===== src/rtl/id_ex_stage_if.sv =====
`default_nettype none
// ============================================================================
//  Module      : id_ex_stage_if
//  Description : Handshake and payload bundle between the decode stage, the
//                ID/EX pipeline register and the execute stage.
//  Revision    : 1.0 - initial release
// ============================================================================
interface id_ex_stage_if #(
    parameter int DATA_W   = 32,
    parameter int ALUOP_W  = 8,
    parameter int ALUSEL_W = 3,
    parameter int RADDR_W  = 5,
    parameter int CNT_W    = 16
) ();
    // Upstream (decode) side
    logic                id_valid;
    logic                id_ready;
    logic [ALUOP_W-1:0]  id_aluop;
    logic [ALUSEL_W-1:0] id_alusel;
    logic [DATA_W-1:0]   id_reg1;
    logic [DATA_W-1:0]   id_reg2;
    logic [DATA_W-1:0]   id_pc;
    logic [RADDR_W-1:0]  id_wd;
    logic                id_wreg;

    // Pipeline control
    logic                flush;

    // Downstream (execute) side
    logic                ex_valid;
    logic                ex_ready;
    logic [ALUOP_W-1:0]  ex_aluop;
    logic [ALUSEL_W-1:0] ex_alusel;
    logic [DATA_W-1:0]   ex_reg1;
    logic [DATA_W-1:0]   ex_reg2;
    logic [DATA_W-1:0]   ex_pc;
    logic [RADDR_W-1:0]  ex_wd;
    logic                ex_wreg;

    // Back-pressure statistics
    logic [CNT_W-1:0]    stall_cnt;

    // Environment side: drives decode payload, flush and execute ready
    modport master (
        output id_valid, id_aluop, id_alusel, id_reg1, id_reg2, id_pc, id_wd, id_wreg,
        output flush, ex_ready,
        input  id_ready, ex_valid, ex_aluop, ex_alusel, ex_reg1, ex_reg2, ex_pc,
        input  ex_wd, ex_wreg, stall_cnt
    );

    // Pipeline register side
    modport slave (
        input  id_valid, id_aluop, id_alusel, id_reg1, id_reg2, id_pc, id_wd, id_wreg,
        input  flush, ex_ready,
        output id_ready, ex_valid, ex_aluop, ex_alusel, ex_reg1, ex_reg2, ex_pc,
        output ex_wd, ex_wreg, stall_cnt
    );
endinterface
`default_nettype wire


===== src/rtl/id_ex_stage.sv =====
`default_nettype none
// ============================================================================
//  Module      : id_ex_stage
//  Description : ID/EX pipeline register with valid/ready handshake, flush
//                and a saturating back-pressure counter.
//                Build macro ID_EX_SKID_EN selects a two-entry skid buffer
//                with a registered id_ready; otherwise a single entry whose
//                id_ready is (!ex_valid || ex_ready).
//  Revision    : 1.0 - initial release
// ============================================================================
module id_ex_stage #(
    parameter int DATA_W   = 32,
    parameter int ALUOP_W  = 8,
    parameter int ALUSEL_W = 3,
    parameter int RADDR_W  = 5,
    parameter int CNT_W    = 16
) (
    input  wire logic   clk,
    input  wire logic   rst,
    id_ex_stage_if.slave bus
);
    // One packed word carries the whole payload; wreg sits in bit 0
    localparam int c_PL_W = ALUOP_W + ALUSEL_W + 3 * DATA_W + RADDR_W + 1;

    logic [c_PL_W-1:0] w_in_pl;
    logic [c_PL_W-1:0] out_pl_q;
    logic [c_PL_W-1:0] out_pl_d;
    logic              w_held_wreg;
    logic              w_ex_valid;
    logic              w_push;
    logic              w_pop;
    logic [CNT_W-1:0]  stall_cnt_q;
    logic [CNT_W-1:0]  stall_cnt_d;

    assign w_in_pl = {bus.id_aluop, bus.id_alusel, bus.id_reg1, bus.id_reg2,
                      bus.id_pc, bus.id_wd, bus.id_wreg};

    assign {bus.ex_aluop, bus.ex_alusel, bus.ex_reg1, bus.ex_reg2,
            bus.ex_pc, bus.ex_wd, w_held_wreg} = out_pl_q;

    // A stale entry must never look like a register write to execute
    assign bus.ex_wreg   = w_held_wreg & w_ex_valid;
    assign bus.ex_valid  = w_ex_valid;
    assign bus.stall_cnt = stall_cnt_q;
    assign w_pop         = w_ex_valid & bus.ex_ready;

`ifdef ID_EX_SKID_EN
    localparam logic [1:0] c_ST_EMPTY = 2'd0;
    localparam logic [1:0] c_ST_ONE   = 2'd1;
    localparam logic [1:0] c_ST_FULL  = 2'd2;

    logic [1:0]        state_q;
    logic [1:0]        state_d;
    logic [c_PL_W-1:0] skid_pl_q;
    logic [c_PL_W-1:0] skid_pl_d;
    logic              id_ready_q;
    logic              id_ready_d;

    // id_ready comes straight from a flop, so ex_ready never reaches it
    assign bus.id_ready = id_ready_q;
    assign w_ex_valid   = (state_q != c_ST_EMPTY);
    assign w_push       = bus.id_valid & id_ready_q;

    // State register and registered ready
    always_ff @(posedge clk) begin
        if (rst) begin
            state_q    <= c_ST_EMPTY;
            id_ready_q <= 1'b1;
        end else begin
            state_q    <= state_d;
            id_ready_q <= id_ready_d;
        end
    end

    // Next-state: occupancy follows push/pop, flush empties everything
    always_comb begin
        state_d = state_q;
        if (bus.flush) begin
            state_d = c_ST_EMPTY;
        end else begin
            case (state_q)
                c_ST_EMPTY: if (w_push)            state_d = c_ST_ONE;
                c_ST_ONE: begin
                    if (w_push && !w_pop)          state_d = c_ST_FULL;
                    else if (!w_push && w_pop)     state_d = c_ST_EMPTY;
                end
                c_ST_FULL:  if (w_pop)             state_d = c_ST_ONE;
                default:                           state_d = c_ST_EMPTY;
            endcase
        end
    end

    // Output/datapath: steer incoming word to output or skid slot, refill from skid
    always_comb begin
        out_pl_d   = out_pl_q;
        skid_pl_d  = skid_pl_q;
        id_ready_d = (state_d != c_ST_FULL);
        if (!bus.flush) begin
            case (state_q)
                c_ST_EMPTY: if (w_push) out_pl_d = w_in_pl;
                c_ST_ONE: begin
                    if (w_push && w_pop)   out_pl_d  = w_in_pl;
                    else if (w_push)       skid_pl_d = w_in_pl;
                end
                c_ST_FULL:  if (w_pop)  out_pl_d = skid_pl_q;
                default: ;
            endcase
        end
    end

    // Skid slot storage
    always_ff @(posedge clk) begin
        if (rst) begin
            skid_pl_q <= '0;
        end else begin
            skid_pl_q <= skid_pl_d;
        end
    end
`else
    logic valid_q;
    logic valid_d;
    logic w_id_ready;

    assign w_ex_valid   = valid_q;
    assign w_id_ready   = !valid_q || bus.ex_ready;
    assign bus.id_ready = w_id_ready;
    assign w_push       = bus.id_valid & w_id_ready;

    // Single entry: load on push, drain on pop, flush drops both
    always_comb begin
        valid_d  = valid_q;
        out_pl_d = out_pl_q;
        if (bus.flush) begin
            valid_d = 1'b0;
        end else if (w_push) begin
            valid_d  = 1'b1;
            out_pl_d = w_in_pl;
        end else if (w_pop) begin
            valid_d = 1'b0;
        end
    end

    // Entry-valid flag
    always_ff @(posedge clk) begin
        if (rst) begin
            valid_q <= 1'b0;
        end else begin
            valid_q <= valid_d;
        end
    end
`endif

    // Back-pressure counter: count stalled cycles, stick at all-ones
    always_comb begin
        stall_cnt_d = stall_cnt_q;
        if (w_ex_valid && !bus.ex_ready && (stall_cnt_q != {CNT_W{1'b1}})) begin
            stall_cnt_d = stall_cnt_q + 1'b1;
        end
    end

    // Output payload and counter registers; reset presents a NOP
    always_ff @(posedge clk) begin
        if (rst) begin
            out_pl_q    <= '0;
            stall_cnt_q <= '0;
        end else begin
            out_pl_q    <= out_pl_d;
            stall_cnt_q <= stall_cnt_d;
        end
    end
endmodule
`default_nettype wire


===== src/flat_wrapper.sv =====
// flat-port wrapper written by rule: the top's interface ports become plain ports
module id_ex_stage_flat 
#(
    parameter int DATA_W   = 32,
    parameter int ALUOP_W  = 8,
    parameter int ALUSEL_W = 3,
    parameter int RADDR_W  = 5,
    parameter int CNT_W    = 16
)
  (clk, rst, bus_id_valid, bus_id_aluop, bus_id_alusel, bus_id_reg1, bus_id_reg2, bus_id_pc, bus_id_wd, bus_id_wreg, bus_flush, bus_ex_ready, bus_id_ready, bus_ex_valid, bus_ex_aluop, bus_ex_alusel, bus_ex_reg1, bus_ex_reg2, bus_ex_pc, bus_ex_wd, bus_ex_wreg, bus_stall_cnt);
  id_ex_stage_if #(.DATA_W(DATA_W), .ALUOP_W(ALUOP_W), .ALUSEL_W(ALUSEL_W), .RADDR_W(RADDR_W), .CNT_W(CNT_W)) bus_i ();
  input  wire logic clk;
  input  wire logic rst;
  input wire logic [$bits(bus_i.id_valid)-1:0] bus_id_valid;
  input wire logic [$bits(bus_i.id_aluop)-1:0] bus_id_aluop;
  input wire logic [$bits(bus_i.id_alusel)-1:0] bus_id_alusel;
  input wire logic [$bits(bus_i.id_reg1)-1:0] bus_id_reg1;
  input wire logic [$bits(bus_i.id_reg2)-1:0] bus_id_reg2;
  input wire logic [$bits(bus_i.id_pc)-1:0] bus_id_pc;
  input wire logic [$bits(bus_i.id_wd)-1:0] bus_id_wd;
  input wire logic [$bits(bus_i.id_wreg)-1:0] bus_id_wreg;
  input wire logic [$bits(bus_i.flush)-1:0] bus_flush;
  input wire logic [$bits(bus_i.ex_ready)-1:0] bus_ex_ready;
  output wire logic [$bits(bus_i.id_ready)-1:0] bus_id_ready;
  output wire logic [$bits(bus_i.ex_valid)-1:0] bus_ex_valid;
  output wire logic [$bits(bus_i.ex_aluop)-1:0] bus_ex_aluop;
  output wire logic [$bits(bus_i.ex_alusel)-1:0] bus_ex_alusel;
  output wire logic [$bits(bus_i.ex_reg1)-1:0] bus_ex_reg1;
  output wire logic [$bits(bus_i.ex_reg2)-1:0] bus_ex_reg2;
  output wire logic [$bits(bus_i.ex_pc)-1:0] bus_ex_pc;
  output wire logic [$bits(bus_i.ex_wd)-1:0] bus_ex_wd;
  output wire logic [$bits(bus_i.ex_wreg)-1:0] bus_ex_wreg;
  output wire logic [$bits(bus_i.stall_cnt)-1:0] bus_stall_cnt;
  assign bus_i.id_valid = bus_id_valid;
  assign bus_i.id_aluop = bus_id_aluop;
  assign bus_i.id_alusel = bus_id_alusel;
  assign bus_i.id_reg1 = bus_id_reg1;
  assign bus_i.id_reg2 = bus_id_reg2;
  assign bus_i.id_pc = bus_id_pc;
  assign bus_i.id_wd = bus_id_wd;
  assign bus_i.id_wreg = bus_id_wreg;
  assign bus_i.flush = bus_flush;
  assign bus_i.ex_ready = bus_ex_ready;
  assign bus_id_ready = bus_i.id_ready;
  assign bus_ex_valid = bus_i.ex_valid;
  assign bus_ex_aluop = bus_i.ex_aluop;
  assign bus_ex_alusel = bus_i.ex_alusel;
  assign bus_ex_reg1 = bus_i.ex_reg1;
  assign bus_ex_reg2 = bus_i.ex_reg2;
  assign bus_ex_pc = bus_i.ex_pc;
  assign bus_ex_wd = bus_i.ex_wd;
  assign bus_ex_wreg = bus_i.ex_wreg;
  assign bus_stall_cnt = bus_i.stall_cnt;
  id_ex_stage #(.DATA_W(DATA_W), .ALUOP_W(ALUOP_W), .ALUSEL_W(ALUSEL_W), .RADDR_W(RADDR_W), .CNT_W(CNT_W)) u_core (.clk(clk), .rst(rst), .bus(bus_i));
endmodule

===== config.mk =====
export PLATFORM = sky130hd
export DESIGN_NAME = id_ex_stage_flat
export DESIGN_NICKNAME = d
export VERILOG_FILES = /design/src/rtl/id_ex_stage_if.sv /design/src/rtl/id_ex_stage.sv /design/src/flat_wrapper.sv
export SDC_FILE = /design/constraint.sdc
export NUM_CORES = 1
export LEC_CHECK = 0
export BUFFER_PORTS_ARGS = -buffer_cell sky130_fd_sc_hd__buf_2
export CAP_MARGIN = 15
export CORE_UTILIZATION = 39
export DETAILED_ROUTE_END_ITERATION = 8
export PLACE_DENSITY = 0.71
export SYNTH_ARGS = -nofsm -noshare
export SYNTH_HDL_FRONTEND = slang
export SYNTH_SLANG_ARGS = --single-unit

===== constraint.sdc =====
create_clock -name clk -period 4.3 [get_ports clk]
set_input_delay 0 -clock clk [delete_from_list [all_inputs] [get_ports clk]]
set_output_delay 0 -clock clk [all_outputs]
set_load 0.02 [all_outputs]

==> impl_metrics.toml <==
[clock_network]
cts_buffers = 17
worstSkewPairLatency_ns = 0.41
clk_path_buf_depth = 2
h-tree-depth = 4
post_cts_buffers = 0
cts_tree = "built"
post_cts_resized = 0
clk_pin_slew_ns = 0.05
cts.sinks = 130
cts-root-buf = "clkbuf_16"
hold_buffers = 115

[route]
wl_met2_um = 7489
wl_met3_um = 933
m1WireLength_um = 6037
wl_um = 14930
highest_layer = "met4"
vias = 5369
drt-wirelength-per-cell_um = 13.14
drc = 0
first_iter_violations = 262
drt-pass1-iter-count = 4
ant_nets = 0
vias_per_cell = 4.726

[pwr]
ir_worst_vdd_v = 0.0002556
p_sw_mw = 0.7438
seq_power_share_pct = 43.4
pwr-share-comb_pct = 12.7
power_density_mw_per_mm2 = 379.1
power_leakage_nw = 3.475
intPower_mw = 2.201
power.total_mw = 2.945
p_sw_share_pct = 25.26
power_frac_clock_pct = 43.8

[worst_setup_path]
cp.arrival_ns = 2.35
required_ns = 4.63
crit_type = "reg -> reg"
crit_path_end_kind = "register"
path_max_fanout = 8
start_kind = "register"

[sta]
min_period_ns = 2.014
setup_tns_ns = 0
setup_viol_count_final = 0
skew_ns = 0.006735
worst_pin_slew_ns = 0.8889
rsz0062_at_grt = "no"
hold_viol = 0
fmax_mhz = 496.4
fin_crit_sh_pct = 46.85
final_max_slew_viol_count = 0
slew_headroom_pct = 40.74

[synth]
async_flop_share_pct = 0
synth_area_leaders = "dfxtp_1 47%, nand2_1 16%, buf_4 15%, a21oi_1 11%, clkbuf_1 2.0%"
synth-edff-count = 0
yosysSeqAreaShare_pct = 46.73
avgSynthCellArea_sq_um = 7.877
syn_inst = 707
ys.flop_type = "dfxtp_1"
synth.top_cell.area_share_pct = 46.73
synth_top_area_cell = "dfxtp_1"
syn-num-nets = 826
yosysWarningCount = 0
synthDistinctLibCells = 34
synth-seq-cells = 130
netlist_area_sq_mm = 0.005569

[floorplanning]
core-area_sq_mm = 0.01388
die_h_um = 121.5
start_util_pct = 40.12
dieArea_sq_mm = 0.01476
num_io_pins = 249
fp.dieW_um = 121.5
rows = 43

[layout]
num-fill-cells = 1212
nets = 1063
final_cell_count_no_fill = 1136
postLayoutCellArea_sq_mm = 0.007769
syn_to_final_growth_pct = 39.50
layout-drive-gt1-share_pct = 30.54
antenna_cells = 0

[global_route]
antenna_found_initial = 0
grt-ovfl-total = 0
grt_pass1_vias = 4957
grt_start_max_net_pins = 86
grt_pass1_wl_um = 23090
track_usage_pct = 20.04

[placed_design]
place_area_sq_mm = 0.006086
placed_cells_incl_taps = 990
dp_hpwl_um = 8607
portBuffers = 248
gp_congestion = 0.7816

[worst_hold_path]
hold_path_class = "in -> reg"

[run]
drv_cap = 0

[status]
status = "finished clean"
-- critical path: stages (launching register included) --
cell and delay, ns:
dfxtp_1 0.39, ha_1 0.24, nand3b_1 0.24, or3_4 0.43, or4_1 0.50, a21oi_1 0.14
-- routing by layer --
layer | GRT usage (%) | up-vias
met5 | 0 | -
met2 | 33.98 | 193
met1 | 22.26 | 2462
met3 | 6.485 | 42
li1 | - | 2672
met4 | 10.34 | 0
-- synthesized netlist by cell type, drive strengths merged, types with 2 or more instances --
cell / instances
nand3: 4
buf: 121
nand2: 232
o31ai: 5
nand2b: 3
clkbuf: 29
dfxtp: 130
nor2b: 2
inv: 5
o21ai: 7
nor2: 6
or3: 9
or4: 5
nand3b: 2
nand4: 6
a21oi: 124
nor4: 4
mux2i: 2
-- registers in the layout, indices dropped and copies added (netlist names) --
name / flops
u_core.out_pl_q: 113
u_core.bus.stall_cnt: 16
u_core.bus.ex_valid: 1
-- power groups by stage --
stage / clock network [mW] / logic, mW / registers, mW
global placement: 0 / 0.288 / 1.30
global route: 1.38 / 0.407 / 1.28
floorplan: 0 / 0.232 / 1.30
detailed placement: 0 / 0.289 / 1.30
finish: 1.29 / 0.375 / 1.28
CTS: 1.32 / 0.371 / 1.28
-- through the flow --
step | worst slack [ns] | hold WS, ns | util [%]
after floorplan | 2.347 | 0.07931 | -
after global placement | 2.380 | 0.2086 | 43.84
after detailed placement | 2.319 | 0.2161 | 43.84
after CTS | 2.301 | 0.07532 | 55.97
after global routing | 2.146 | 0.1203 | 55.97
final | 2.286 | 0.09287 | 55.97
-- cell type report --
type | instances | area [sq um] | share of cell area (%)
clock inverters | 10 | 61.31 | 0.7892
well taps | 180 | 225.2 | 2.899
clock buffers | 21 | 470.5 | 6.056
multi-input cells | 422 | 1958 | 25.21
inverters | 5 | 18.77 | 0.2416
repair buffers | 368 | 2432 | 31.31
flip-flops and latches | 130 | 2603 | 33.50
-- logic make-up after synthesis --
family,synth area share [%]
simple gates,21.39
buf+inv,18.20
compound gates,12.90
flops,46.73
mux,0.5617
fa+ha+maj,0.2246
-- path summary, 6_finish.rpt --
path                                 from                  endpoint  slack [ns]  depth (start not counted)
hold reg to reg        u_core.out_pl_q[0]        u_core.out_pl_q[0]        0.45                          2
setup / recovery  u_core.bus.stall_cnt[0]  u_core.bus.stall_cnt[10]        2.29                          5
setup reg to reg  u_core.bus.stall_cnt[0]  u_core.bus.stall_cnt[10]        2.29                          5
hold / removal               bus_ex_ready   u_core.bus.stall_cnt[1]        0.09                          5
-- cell usage in the layout (no fill, tap or decap), types with 3 or more instances in the layout --
cell type / count
clkinv_2: 6
nand2b_1: 3
dlygate4sd3_1: 115
buf_4: 6
a21oi_1: 124
or4_1: 5
nor2_1: 6
or3_1: 5
dfxtp_1: 130
nor4_1: 3
o21ai_0: 7
clkbuf_8: 3
buf_2: 247
nand2_1: 232
clkinvlp_4: 3
clkbuf_16: 17
inv_1: 5
or3_2: 3
nand3_1: 4
o31ai_1: 5
nand4_1: 5
(Power assumes the default switching activity.)
